[src/rtl/decode_stage_pkg.sv]
// Shared RV32I decode encodings: opcodes, ALU operations, result and immediate selects.
package decode_stage_pkg;

  typedef enum logic [6:0] {
    OP_LOAD   = 7'b0000011,
    OP_STORE  = 7'b0100011,
    OP_RTYPE  = 7'b0110011,
    OP_ITYPE  = 7'b0010011,
    OP_BRANCH = 7'b1100011,
    OP_JAL    = 7'b1101111
  } opcode_t;

  typedef enum logic [2:0] {
    ALU_ADD = 3'b000,
    ALU_SUB = 3'b001,
    ALU_AND = 3'b010,
    ALU_OR  = 3'b011,
    ALU_XOR = 3'b100,
    ALU_SLT = 3'b101
  } alu_ctrl_t;

  typedef enum logic [1:0] {
    RES_ALU = 2'b00,
    RES_MEM = 2'b01,
    RES_PC4 = 2'b10
  } result_src_t;

  typedef enum logic [1:0] {
    IMM_I = 2'b00,
    IMM_S = 2'b01,
    IMM_B = 2'b10,
    IMM_J = 2'b11
  } imm_src_t;

  // funct3 map shared by R and I types; unlisted funct3 values fall back to add.
  function automatic alu_ctrl_t alu_decode(input logic [2:0] funct3, input logic sub);
    case (funct3)
      3'b000:  alu_decode = sub ? ALU_SUB : ALU_ADD;
      3'b111:  alu_decode = ALU_AND;
      3'b110:  alu_decode = ALU_OR;
      3'b100:  alu_decode = ALU_XOR;
      3'b010:  alu_decode = ALU_SLT;
      default: alu_decode = ALU_ADD;
    endcase
  endfunction

  function automatic logic [31:0] imm_extend(input logic [31:0] instr, input imm_src_t src);
    case (src)
      IMM_I:   imm_extend = {{20{instr[31]}}, instr[31:20]};
      IMM_S:   imm_extend = {{20{instr[31]}}, instr[31:25], instr[11:7]};
      IMM_B:   imm_extend = {{19{instr[31]}}, instr[31], instr[7], instr[30:25], instr[11:8], 1'b0};
      default: imm_extend = {{11{instr[31]}}, instr[31], instr[19:12], instr[20], instr[30:21], 1'b0};
    endcase
  endfunction

endpackage

[src/rtl/decode_stage_register_file.sv]
// Architectural register file: two combinational read ports, one write port,
// x0 hardwired to zero, write-first bypass, synchronous clear.
module register_file #(
  parameter int unsigned XLEN  = 32,
  parameter int unsigned NREGS = 32,
  parameter int unsigned AW    = $clog2(NREGS)
) (
  input  logic            clk,
  input  logic            rst,
  input  logic [AW-1:0]   ra1,
  input  logic [AW-1:0]   ra2,
  output logic [XLEN-1:0] rd1,
  output logic [XLEN-1:0] rd2,
  input  logic            we,
  input  logic [AW-1:0]   wa,
  input  logic [XLEN-1:0] wd
);

  logic [XLEN-1:0] regs [NREGS];

  always_ff @(posedge clk) begin
    if (rst) begin
      for (int unsigned i = 0; i < NREGS; i++) regs[i] <= '0;
    end else if (we && wa != '0) begin
      regs[wa] <= wd;
    end
  end

  // A write landing this cycle is visible to readers before the edge.
  always_comb begin
    if (ra1 == '0)                rd1 = '0;
    else if (we && wa == ra1)     rd1 = wd;
    else                          rd1 = regs[ra1];
    if (ra2 == '0)                rd2 = '0;
    else if (we && wa == ra2)     rd2 = wd;
    else                          rd2 = regs[ra2];
  end

endmodule

[src/rtl/decode_stage.sv]
// RV32I decode stage: control decode, immediate extension, register file
// and the decode->execute pipeline register with flush-to-bubble.
module decode_stage
  import decode_stage_pkg::*;
#(
  parameter int unsigned XLEN  = 32,
  parameter int unsigned NREGS = 32
) (
  input  logic            clk,
  input  logic            rst,
  input  logic [31:0]     InstrD,
  input  logic [XLEN-1:0] PCD,
  input  logic [XLEN-1:0] PCPlus4D,
  input  logic            RegWriteW,
  input  logic [4:0]      RdW,
  input  logic [XLEN-1:0] ResultW,
  input  logic            FlushE,
  output logic            RegWriteE,
  output logic            ALUSrcE,
  output logic            MemWriteE,
  output logic            JumpE,
  output logic            BranchE,
  output logic [1:0]      ResultSrcE,
  output logic [2:0]      ALUControlE,
  output logic [XLEN-1:0] RD1E,
  output logic [XLEN-1:0] RD2E,
  output logic [31:0]     ImmExtE,
  output logic [4:0]      Rs1E,
  output logic [4:0]      Rs2E,
  output logic [4:0]      RdE,
  output logic [XLEN-1:0] PCE,
  output logic [XLEN-1:0] PCPlus4E
);

  opcode_t         op;
  logic            reg_write;
  logic            alu_src;
  logic            mem_write;
  logic            jump;
  logic            branch;
  result_src_t     result_src;
  alu_ctrl_t       alu_ctrl;
  imm_src_t        imm_src;
  logic [31:0]     imm_ext;
  logic [XLEN-1:0] rd1;
  logic [XLEN-1:0] rd2;

  register_file #(
    .XLEN  (XLEN),
    .NREGS (NREGS),
    .AW    (5)
  ) u_register_file (
    .clk (clk),
    .rst (rst),
    .ra1 (InstrD[19:15]),
    .ra2 (InstrD[24:20]),
    .rd1 (rd1),
    .rd2 (rd2),
    .we  (RegWriteW),
    .wa  (RdW),
    .wd  (ResultW)
  );

  assign op = opcode_t'(InstrD[6:0]);

  always_comb begin
    reg_write  = 1'b0;
    alu_src    = 1'b0;
    mem_write  = 1'b0;
    jump       = 1'b0;
    branch     = 1'b0;
    result_src = RES_ALU;
    alu_ctrl   = ALU_ADD;
    imm_src    = IMM_I;
    case (op)
      OP_LOAD: begin
        reg_write  = 1'b1;
        alu_src    = 1'b1;
        result_src = RES_MEM;
      end
      OP_STORE: begin
        mem_write = 1'b1;
        alu_src   = 1'b1;
        imm_src   = IMM_S;
      end
      OP_RTYPE: begin
        reg_write = 1'b1;
        alu_ctrl  = alu_decode(InstrD[14:12], InstrD[30]);
      end
      // funct7[5] is immediate data for I-type, so subtract is never selected.
      OP_ITYPE: begin
        reg_write = 1'b1;
        alu_src   = 1'b1;
        alu_ctrl  = alu_decode(InstrD[14:12], 1'b0);
      end
      OP_BRANCH: begin
        branch   = 1'b1;
        alu_ctrl = ALU_SUB;
        imm_src  = IMM_B;
      end
      OP_JAL: begin
        reg_write  = 1'b1;
        jump       = 1'b1;
        result_src = RES_PC4;
        imm_src    = IMM_J;
      end
      default: ;
    endcase
  end

  assign imm_ext = imm_extend(InstrD, imm_src);

  always_ff @(posedge clk) begin
    if (rst || FlushE) begin
      RegWriteE   <= 1'b0;
      ALUSrcE     <= 1'b0;
      MemWriteE   <= 1'b0;
      JumpE       <= 1'b0;
      BranchE     <= 1'b0;
      ResultSrcE  <= '0;
      ALUControlE <= '0;
      RD1E        <= '0;
      RD2E        <= '0;
      ImmExtE     <= '0;
      Rs1E        <= '0;
      Rs2E        <= '0;
      RdE         <= '0;
      PCE         <= '0;
      PCPlus4E    <= '0;
    end else begin
      RegWriteE   <= reg_write;
      ALUSrcE     <= alu_src;
      MemWriteE   <= mem_write;
      JumpE       <= jump;
      BranchE     <= branch;
      ResultSrcE  <= result_src;
      ALUControlE <= alu_ctrl;
      RD1E        <= rd1;
      RD2E        <= rd2;
      ImmExtE     <= imm_ext;
      Rs1E        <= InstrD[19:15];
      Rs2E        <= InstrD[24:20];
      RdE         <= InstrD[11:7];
      PCE         <= PCD;
      PCPlus4E    <= PCPlus4D;
    end
  end

endmodule
[config.mk]
export PLATFORM = sky130hd
export DESIGN_NAME = decode_stage
export DESIGN_NICKNAME = d
export VERILOG_FILES = /design/src/rtl/decode_stage_pkg.sv /design/src/rtl/decode_stage_register_file.sv /design/src/rtl/decode_stage.sv
export SDC_FILE = /design/constraint.sdc
export NUM_CORES = 2
export LEC_CHECK = 0
export CORE_MARGIN = 8
export CORE_UTILIZATION = 40
export DETAILED_ROUTE_END_ITERATION = 7
export RECOVER_POWER = 25
export SLEW_MARGIN = 20
export SYNTH_ARGS = -nofsm -noshare
export SYNTH_HDL_FRONTEND = slang
export SYNTH_SLANG_ARGS = --single-unit
[constraint.sdc]
create_clock -name clk -period 2.8 [get_ports clk]
set_input_delay 0.56 -clock clk [delete_from_list [all_inputs] [get_ports clk]]
set_output_delay 0.56 -clock clk [all_outputs]
set_load 0.05 [all_outputs]
==> results by group <==
Routing
  • DRC viols: 0
  • Routed vias: 41720
  • Drt via density: 6.092
  • Routed wire per std cell: 33.67 µm
  • Post-route ant nets: 0
  • DRT iter0 DRCs: 5763
  • WL final: 230600 µm
  • Pre-antenna DRT Iters: 6

Timing
  • Worst Hold Slack: 0.2052 ns
  • Worst Slack Setup Final: 0.002844 ns
  • Rel. slew slack: 2.918%
  • RSZ-0062 raised after global routing: no
  • Final hold viol count: 0
  • Max Freq: 357.5 MHz
  • Period utilization: 99.90%
  • Final min period: 2.797 ns
  • Max-slew violations: 0
  • Worst Skew: 0.02205 ns
  • Final Setup Violations: 0
  • Slew @ Worst Pin: 1.456 ns

Setup path
  • Crit path largest cell delay: 0.83 ns
  • Cell breakdown of the critical path: dlygate4sd3_1 > and2b_1 > nand3b_1 > clkbuf_1 > nor2_1 > clkbuf_1 > clkbuf_1 > and2_1
  • Crit-path leading delay family: buffers and inverters
  • Most used cell, CP: clkbuf_1
  • Required time at the worst-slack endpoint: 3.44 ns
  • Setup crit end kind: flop
  • Arr. time, crit path: 3.44 ns
  • CP max-delay cell: clkbuf_1
  • R2R Setup Slk: 0.65 ns
  • Startpoint types: input port
  • Kind of critical path: input port to flop
  • CP bufs+invs: 4
  • Max FO, Critical Path: 11

GRT
  • GR Layer Usage met1: 36.01%
  • Vias in the first global route: 41230
  • Largest net degree at the start of global routing: 69
  • First-pass GRT wire length: 318500 µm
  • Met2 usage: 42.79%
  • Top Usage Layer GRT: met2
  • Grt met3 use: 6.672%
  • Overall Global Routing Usage: 27.40%
  • Initial antenna violation count: 21
  • Remaining Overflow, GRT: 0

Synthesis
  • Post-synth EDFFs: 1024
  • Post-synthesis simple-gate area fraction: 13.29%
  • Compound-gate portion of the synthesized area: 6.218%
  • Share of the yosys chip area belonging to registers: 56.56%
  • Largest family of logic cells by synthesized area: multiplexers
  • Syn Area/Cell: 14.34 µm²
  • Post-synthesis async set-or-reset flop share: 0%
  • Synth top area share: 50.84%
  • Ys flop type: edfxtp_1
  • Yosys reg bits: 1197
  • Count of cell types in the netlist: 54
  • Mux contribution to synthesized area: 20.15%
  • Mapped Area: 0.06049 mm²
  • Synth area leaders: edfxtp_1 51%, mux4_2 14%, and2_1 11%, dfxtp_1 5.7%, mux2i_1 5.5%
  • Synth Area in XOR/XNOR: 0.1593%
  • Largest area contributor in the netlist: edfxtp_1
  • Syn Inst Count: 4219
  • Synth Warn #: 0
  • Adder-cell share of the synthesized area: 0%

Worst hold path
  • Hold crit path type: input port to flop

Layout
  • Most common cell after layout, fill and taps aside: edfxtp_1
  • Most frequent cells in the layout: 1024 x edfxtp_1, 983 x and2_1, 374 x mux4_2
  • P&R area growth vs syn: 22.12%
  • Nets: 4848
  • Share of layout cells above drive strength 1: 24.32%
  • Fin area: 0.07386 mm²

Placed design
  • Post-detail-place hpwl: 151000 µm
  • Placer congestion estimate: 0.9079
  • Placed Area: 0.06995 mm²
  • Pre-CTS setup slack: -0.3243 ns
  • I/O Buffers: 321

Run
  • Max-cap viol count: 0

Clocking
  • CTS tree: built
  • Setup bufs post-CTS: 0
  • Reg clk slew, reported paths: 0.06 ns
  • CTS Buffer Depth: 3
  • Clk sinks: 1197
  • Clk_lat worst skew: 0.79 ns
  • CTS Buf Count: 137
  • H-Tree Level Count: 4
  • CTS root buf: clkbuf_16

Status
  • Status: finished clean

Floorplan
  • Die height: 404.9 µm
  • Core footprint: 0.1500 mm²
  • Top Ports: 322
  • Starting density of the core: 40.34%
  • Die footprint: 0.1639 mm²
  • Die Wd: 404.9 µm
  • Std-Cell Rows: 142

Power
  • Pwr Density: 605.3 mW/mm²
  • Leak: 0.02697 µW
  • Peak VDD IR: 0.0006684 V
## path summary, 6_finish.rpt
path                            cells past startpoint                                  startpoint                                        end
worst min-delay path                                3                                  InstrD[18]                         RD1E[4]$_SDFF_PP0_
worst max-delay path                                8                                   RegWriteW  u_register_file.regs[1][24]$_SDFFCE_PN0P_
worst max register to register                      5  u_register_file.regs[12][28]$_SDFFCE_PN0P_                        RD1E[28]$_SDFF_PP0_
worst min register to register                      3   u_register_file.regs[2][17]$_SDFFCE_PN0P_                        RD1E[17]$_SDFF_PP0_
## stage by stage
stage          TNS, ns  instances  utilization [%]  power, µW
6_report             0       6849            49.26      44710
5_1_grt              0       6837            49.24      45830
4_1_cts              0       6836            49.52      44870
3_5_place_dp    -65.22       6588            46.65      27400
3_3_place_gp    -52.94       6588            46.65      27320
2_1_floorplan        0       4250                -      24410
## synthesized netlist by cell type (9+ instances only)
cell type	count
o221ai_2	30
clkbuf_1	321
dfxtp_1	173
a211o_1	24
a22oi_1	26
mux2_2	41
o221ai_1	40
a211oi_1	20
or2_2	31
buf_1	24
nand3_1	48
o31ai_1	46
and3_1	21
a221o_1	97
buf_2	67
inv_1	68
edfxtp_1	1024
o22ai_1	44
xnor2_1	9
a21oi_1	13
a31o_2	20
and2_1	1110
buf_4	30
mux2i_1	330
nor2_1	46
nand2_1	32
a221oi_1	51
mux4_2	374
## kinds of logic (layout without fill, tap and decap cells)
group,count (synthesis),count (layout)
buf+inv,517,1087
simple gates,1322,1322
other cells,1,45
mux,745,745
compound gates,426,426
xor+xnor,11,11
flops,1197,1197
## state kept, by name, indices dropped and copies added (netlist names), 5 cells and up
register,flops
u_register_file.regs,1024
PCE,32
PCPlus4E,32
RD1E,32
RD2E,32
ImmExtE,21
RdE,5
Rs1E,5
Rs2E,5
## what timing repair did
item	in CTS	in global routing
gates resized for setup	17	0
endpoints found under the setup margin	17	0
hold buffers	0	0
## where the power goes
group	switching, µW	internal (µW)
clock	7530	10100
sequential	579	20300
combinational	3560	2660
## tightest hold or removal path: stages
cell and delay [ns]:
buf_4 0.17, a21oi_1 0.13, o31ai_1 0.07
## layer usage
metal	wire length, µm	share of wire (%)	vias to the layer above
met3	26410	11	570
met4	12040	5.2	2
met1	87590	38	21310
met5	13	0.0056	-
li1	-	-	17020
met2	104500	45	2817
## cell type report
| cell class | instances | area, µm² |
|---|---|---|
| Timing Repair Buffer | 770 | 8077 |
| Multi-Input combinational cell | 2536 | 24440 |
| Sequential cell | 1197 | 34210 |
| Tap cell | 2016 | 2522 |
| Inverter | 69 | 259.0 |
| Clock inverter | 63 | 530.5 |
| Clock buffer | 185 | 3791 |
| Fill cell | 12920 | 76090 |
| Antenna cell | 13 | 32.53 |
Note: power is estimated with default switching activity, not from simulation.
